### src/rtl/wb_regfile_stage_pkg.sv
// Processor-wide constants shared by the register file, control unit and MEM/WB register.
// Holds datapath widths, the hardwired-zero register index and writeback-select encodings.
package wb_regfile_stage_pkg;

  localparam int DATA_W   = 32;
  localparam int ADDR_W   = 5;
  localparam int NUM_REGS = 2 ** ADDR_W;

  localparam logic [4:0] REG_ZERO = 5'd0;

  localparam logic MEMTOREG_ALU = 1'b0;
  localparam logic MEMTOREG_MEM = 1'b1;

endpackage

### src/rtl/wb_regfile_stage_regfile.sv
// 2-read/1-write register array: async clear, combinational reads with r0 forced to zero.
// Latency: reads 0 cycles, write commits on the rising edge; no backpressure.
module regfile_2r1w
  import wb_regfile_stage_pkg::*;
#(
  parameter int DATA_W   = wb_regfile_stage_pkg::DATA_W,
  parameter int ADDR_W   = wb_regfile_stage_pkg::ADDR_W,
  parameter int NUM_REGS = wb_regfile_stage_pkg::NUM_REGS
) (
  input  logic              clk,
  input  logic              rst,
  input  logic              writeEn,
  input  logic [ADDR_W-1:0] writeAddr,
  input  logic [DATA_W-1:0] writeData,
  input  logic [ADDR_W-1:0] readAddr1,
  input  logic [ADDR_W-1:0] readAddr2,
  output logic [DATA_W-1:0] readData1,
  output logic [DATA_W-1:0] readData2
);

  logic [DATA_W-1:0] mem [NUM_REGS];

  always_ff @(posedge clk or negedge rst) begin
    if (!rst) begin
      for (int i = 0; i < NUM_REGS; i++) begin
        mem[i] <= '0;
      end
    end else if (writeEn) begin
      mem[writeAddr] <= writeData;
    end
  end

  // Entry 0 is never read back, so whatever the caller drives at index 0 cannot leak out.
  always_comb begin
    readData1 = mem[readAddr1];
    readData2 = mem[readAddr2];
    if (readAddr1 == ADDR_W'(REG_ZERO)) readData1 = '0;
    if (readAddr2 == ADDR_W'(REG_ZERO)) readData2 = '0;
  end

endmodule

### src/rtl/wb_regfile_stage.sv
// Writeback stage: selects ALU/load result, commits to the register file, bypasses to ID reads.
// Latency: reads/bypass 0 cycles, commit and write counter on the next rising edge; no backpressure.
module wb_regfile_stage
  import wb_regfile_stage_pkg::*;
#(
  parameter int DATA_W   = wb_regfile_stage_pkg::DATA_W,
  parameter int ADDR_W   = wb_regfile_stage_pkg::ADDR_W,
  parameter int NUM_REGS = wb_regfile_stage_pkg::NUM_REGS,
  parameter int COUNT_W  = 32
) (
  input  logic               clk,
  input  logic               rst,
  input  logic [DATA_W-1:0]  inALUResult,
  input  logic [DATA_W-1:0]  inReadData,
  input  logic [ADDR_W-1:0]  inWriteReg,
  input  logic               inMemToReg,
  input  logic               inRegWrite,
  input  logic [ADDR_W-1:0]  readReg1,
  input  logic [ADDR_W-1:0]  readReg2,
  output logic [DATA_W-1:0]  outReadData1,
  output logic [DATA_W-1:0]  outReadData2,
  output logic [DATA_W-1:0]  outWriteData,
  output logic               outWriteEn,
  output logic [COUNT_W-1:0] outWbCount
);

  logic [DATA_W-1:0] rfData1;
  logic [DATA_W-1:0] rfData2;

  assign outWriteData = (inMemToReg == MEMTOREG_MEM) ? inReadData : inALUResult;

  // Gating on inRegWrite first keeps an X destination index harmless while no write is requested.
  assign outWriteEn = rst & inRegWrite & (inWriteReg != ADDR_W'(REG_ZERO));

  regfile_2r1w #(
    .DATA_W   (DATA_W),
    .ADDR_W   (ADDR_W),
    .NUM_REGS (NUM_REGS)
  ) uRegfile (
    .clk       (clk),
    .rst       (rst),
    .writeEn   (outWriteEn),
    .writeAddr (inWriteReg),
    .writeData (outWriteData),
    .readAddr1 (readReg1),
    .readAddr2 (readReg2),
    .readData1 (rfData1),
    .readData2 (rfData2)
  );

  // Bypass never matches index 0 because outWriteEn already excludes it.
  always_comb begin
    outReadData1 = rfData1;
    outReadData2 = rfData2;
    if (outWriteEn && (readReg1 == inWriteReg)) outReadData1 = outWriteData;
    if (outWriteEn && (readReg2 == inWriteReg)) outReadData2 = outWriteData;
  end

  always_ff @(posedge clk or negedge rst) begin
    if (!rst) begin
      outWbCount <= '0;
    end else if (outWriteEn) begin
      outWbCount <= outWbCount + COUNT_W'(1);
    end
  end

endmodule
### config.mk
export PLATFORM = sky130hd
export DESIGN_NAME = wb_regfile_stage
export DESIGN_NICKNAME = d
export VERILOG_FILES = /design/src/rtl/wb_regfile_stage_pkg.sv /design/src/rtl/wb_regfile_stage_regfile.sv /design/src/rtl/wb_regfile_stage.sv
export SDC_FILE = /design/constraint.sdc
export NUM_CORES = 2
export LEC_CHECK = 0
export BUFFER_PORTS_ARGS = -buffer_cell sky130_fd_sc_hd__buf_2
export CAP_MARGIN = 20
export CORE_UTILIZATION = 52
export CTS_CLUSTER_DIAMETER = 80
export DETAILED_ROUTE_END_ITERATION = 6
export PLACE_DENSITY = 0.69
export SLEW_MARGIN = 20
export SYNTH_ARGS = -nofsm -noshare
export SYNTH_HDL_FRONTEND = slang
export SYNTH_SLANG_ARGS = --single-unit
### constraint.sdc
create_clock -name clk -period 4.9 [get_ports clk]
set_clock_uncertainty 0.15 [all_clocks]
set_input_delay 0.98 -clock clk [delete_from_list [all_inputs] [get_ports clk]]
set_output_delay 0.98 -clock clk [all_outputs]
set_load 0.005 [all_outputs]
==> results.py <==
metrics = {
    "status": {
        "status": "finished with violations",
        "violations": "negative setup slack",
    },
    "timing": {
        "fmax_ghz": 0.199,
        "period_needed_ns": 5.04,
        "rsz0062_at_grt": "no",
        "layout_setup_ws_ns": -0.135,
        "finalSetupViolations": 1,
        "slew-limit-headroom_pct": 20.6,
        "worstMarginPinSlew_ns": 1.19,
        "period_share_pct": 103,
        "hold_viol_final": 0,
        "drv_slew": 0,
    },
    "placement": {
        "hpwl_mm": 118,
        "io_buffers": 211,
        "place.gp.congestion": 0.904,
    },
    "synthesis": {
        "synth_edf_count": 0,
        "syn_avg_cell_area_um2": 10.7,
        "yosysSeqAreaShare_pct": 48.2,
        "ys_async_sr_fraction_pct": 100,
        "synth_flop_cell": "dfrtp_1",
        "synth-seq-cells": 1056,
        "synth_cell_types": 59,
        "ys_warn_count": 0,
        "mappedNetlistArea_um2": 54800,
        "syn-num-nets": 5183,
        "syn_inst": 5099,
    },
    "clock_tree": {
        "post_cts_resized": 0,
        "ctsLongestPathBuffers": 3,
        "postCtsSetupBuffers": 0,
        "cts_tree": "built",
        "cts-hold-fix-buffers": 0,
        "cts_sinks": 1056,
        "cts_buffers": 108,
        "clock_latency_ns": 0.71,
        "htreeDepth": 3,
        "clk_transition_reported_paths_ns": 0.06,
        "cts_root_buffer": "clkbuf_16",
    },
    "floorplan": {
        "die_x_um": 327,
        "core-area_um2": 104000,
        "die_area_um2": 107000,
        "ios": 212,
        "start_util_pct": 52.7,
        "die_h_um": 327,
        "placementRows": 118,
    },
    "finish": {
        "final_util_pct": 59.7,
        "syn_to_final_growth_pct": 13.2,
        "nFillCells": 8418,
        "final_common_cell": "dfrtp_1",
        "drive_gt1_share_pct": 25.4,
        "nets": 5198,
        "layout_common_cells": "dfrtp_1, nor2_1, a21oi_1, nand2_1, o21ai_0",
    },
    "worst_setup_path": {
        "cp.arrival_ns": 3.91,
        "cp-end-kind": "primary output",
        "slowest_stage": "nor2b_4",
        "cp_max_fo": 30,
        "crit_type": "input pin to primary output",
        "crit_buf_inv": 2,
        "crit_chain": "buf_8, or4_4, nor2b_4, a32o_1, nor4_1, mux2i_1, buf_2",
        "startpoint_type": "input pin",
        "crit_family": "simple AND/OR/NAND/NOR gates",
        "cpPeakStageDelay_ns": 0.85,
        "required_ns": 3.77,
    },
    "detailed_routing": {
        "wire_per_inst_um": 29.1,
        "wl_mm": 192,
        "antenna_left": 0,
        "drc_errors": 0,
        "drtIter0Drc": 5468,
        "first_pass_iters": 7,
        "viasPerCell": 6.73,
        "vias": 44300,
    },
    "power_and_ir_drop": {
        "ir_worst_vdd_v": 0.000357,
        "p_leak_nw": 27.1,
        "p_total_mw": 25.7,
        "p_per_area_nw_per_um2": 414,
    },
    "grt": {
        "grt_overflow": 0,
        "antenna_found_initial": 9,
        "grt_first_pass_wirelength_mm": 284,
        "grt_max_degree": 170,
        "grt_pass1_vias": 43600,
        "grt_usage_pct": 36.1,
    },
    "hold_path": {
        "hold_path.class": "register to register",
    },
    "flow_run": {
        "drv_cap": 0,
    },
}
==> path summary, 6_finish.rpt <==
path	from	endpoint	slack, ns	depth (start not counted)
max reg2reg	outWbCount[2]$_DFFE_PN0P_	outWbCount[25]$_DFFE_PN0P_	2.51	5
min in group asynchronous	rst	uRegfile.mem[379]$_DFFE_PN0P_	0.27	2
max in group asynchronous	rst	uRegfile.mem[292]$_DFFE_PN0P_	1.89	4
min reg2reg	uRegfile.mem[1022]$_DFFE_PN0P_	uRegfile.mem[1022]$_DFFE_PN0P_	0.25	0
min	uRegfile.mem[1022]$_DFFE_PN0P_	uRegfile.mem[1022]$_DFFE_PN0P_	0.25	0
max	readReg2[1]	outReadData2[11]	-0.14	7
==> through the flow <==
| stage | hold WS [ns] | instance area (um2) | setup slack (ns) | cells | TNS, ns |
|---|---|---|---|---|---|
| after floorplan | 0.288 | 54800 | 1.10 | 5099 | 0 |
| after detailed placement | 0.234 | 58100 | 0.204 | 6384 | 0 |
| final | 0.250 | 62000 | -0.135 | 6590 | -0.135 |
| after global routing | 0.252 | 62000 | 0.0592 | 6586 | 0 |
| after CTS | 0.247 | 62000 | 0.182 | 6586 | 0 |
| after global placement | 0.227 | 58100 | 0.198 | 6384 | 0 |
==> power breakdown <==
group | leakage [nW] | switching, mW | internal (mW) | total [mW]
registers | 13.7 | 1.19 | 10.2 | 11.4
logic | 11.5 | 2.65 | 2.53 | 5.18
clock network | 1.92 | 3.64 | 5.46 | 9.10
total | 27.1 | 7.47 | 18.2 | 25.7
==> cell usage after synthesis (all sizes together), types with 43 or more instances <==
cell type  instances  area share (%)
clkbuf           358             2.5
nor3              58            0.58
a22o              43            0.69
a21oi            627             5.7
nand2            485             3.3
buf              171             1.6
o22ai             93             1.1
nor2             695             4.8
a22oi             67            0.92
o21ai            413             3.8
nand3             50            0.46
dfrtp           1056              48
mux4             403              17
mux2             211             4.3
mux2i            102             1.9
==> sequential cells by signal (all words and copies together) (netlist names) <==
name	count
outWbCount	32
uRegfile.mem	1024
==> area by class of cell <==
| cell class | instances | area, um2 | share of cell area, % |
|---|---|---|---|
| multi-input cells | 3475 | 26500 | 42.6 |
| flip-flops and latches | 1056 | 26400 | 42.6 |
| repair buffers | 434 | 3370 | 5.43 |
| clock buffers | 151 | 3140 | 5.05 |
| well taps | 1380 | 1730 | 2.78 |
| clock inverters | 51 | 783 | 1.26 |
| inverters | 39 | 146 | 0.236 |
| diodes | 4 | 10.0 | 0.0161 |
==> layer usage <==
metal | track usage [%] | routed length [um]
met1 | 47.0 | 70300
met2 | 53.7 | 85400
met3 | 11.0 | 23700
met4 | 20.9 | 12600
met5 | 0 | 62
==> cell families (layout without fill, tap and decap cells) <==
group,after synthesis,count (layout),synth area share [%]
and+or+nand+nor,1384,1384,10.4
DFF,1056,1056,48.2
AOI/OAI and AO/OA,1333,1333,13.6
other,0,4,0
adders and majority gates,1,1,0.0228
buffers and inverters,568,675,4.32
muxes,716,716,22.8
xor gates and xnor gates,41,41,0.655
Power figures use the tool's default switching activity.
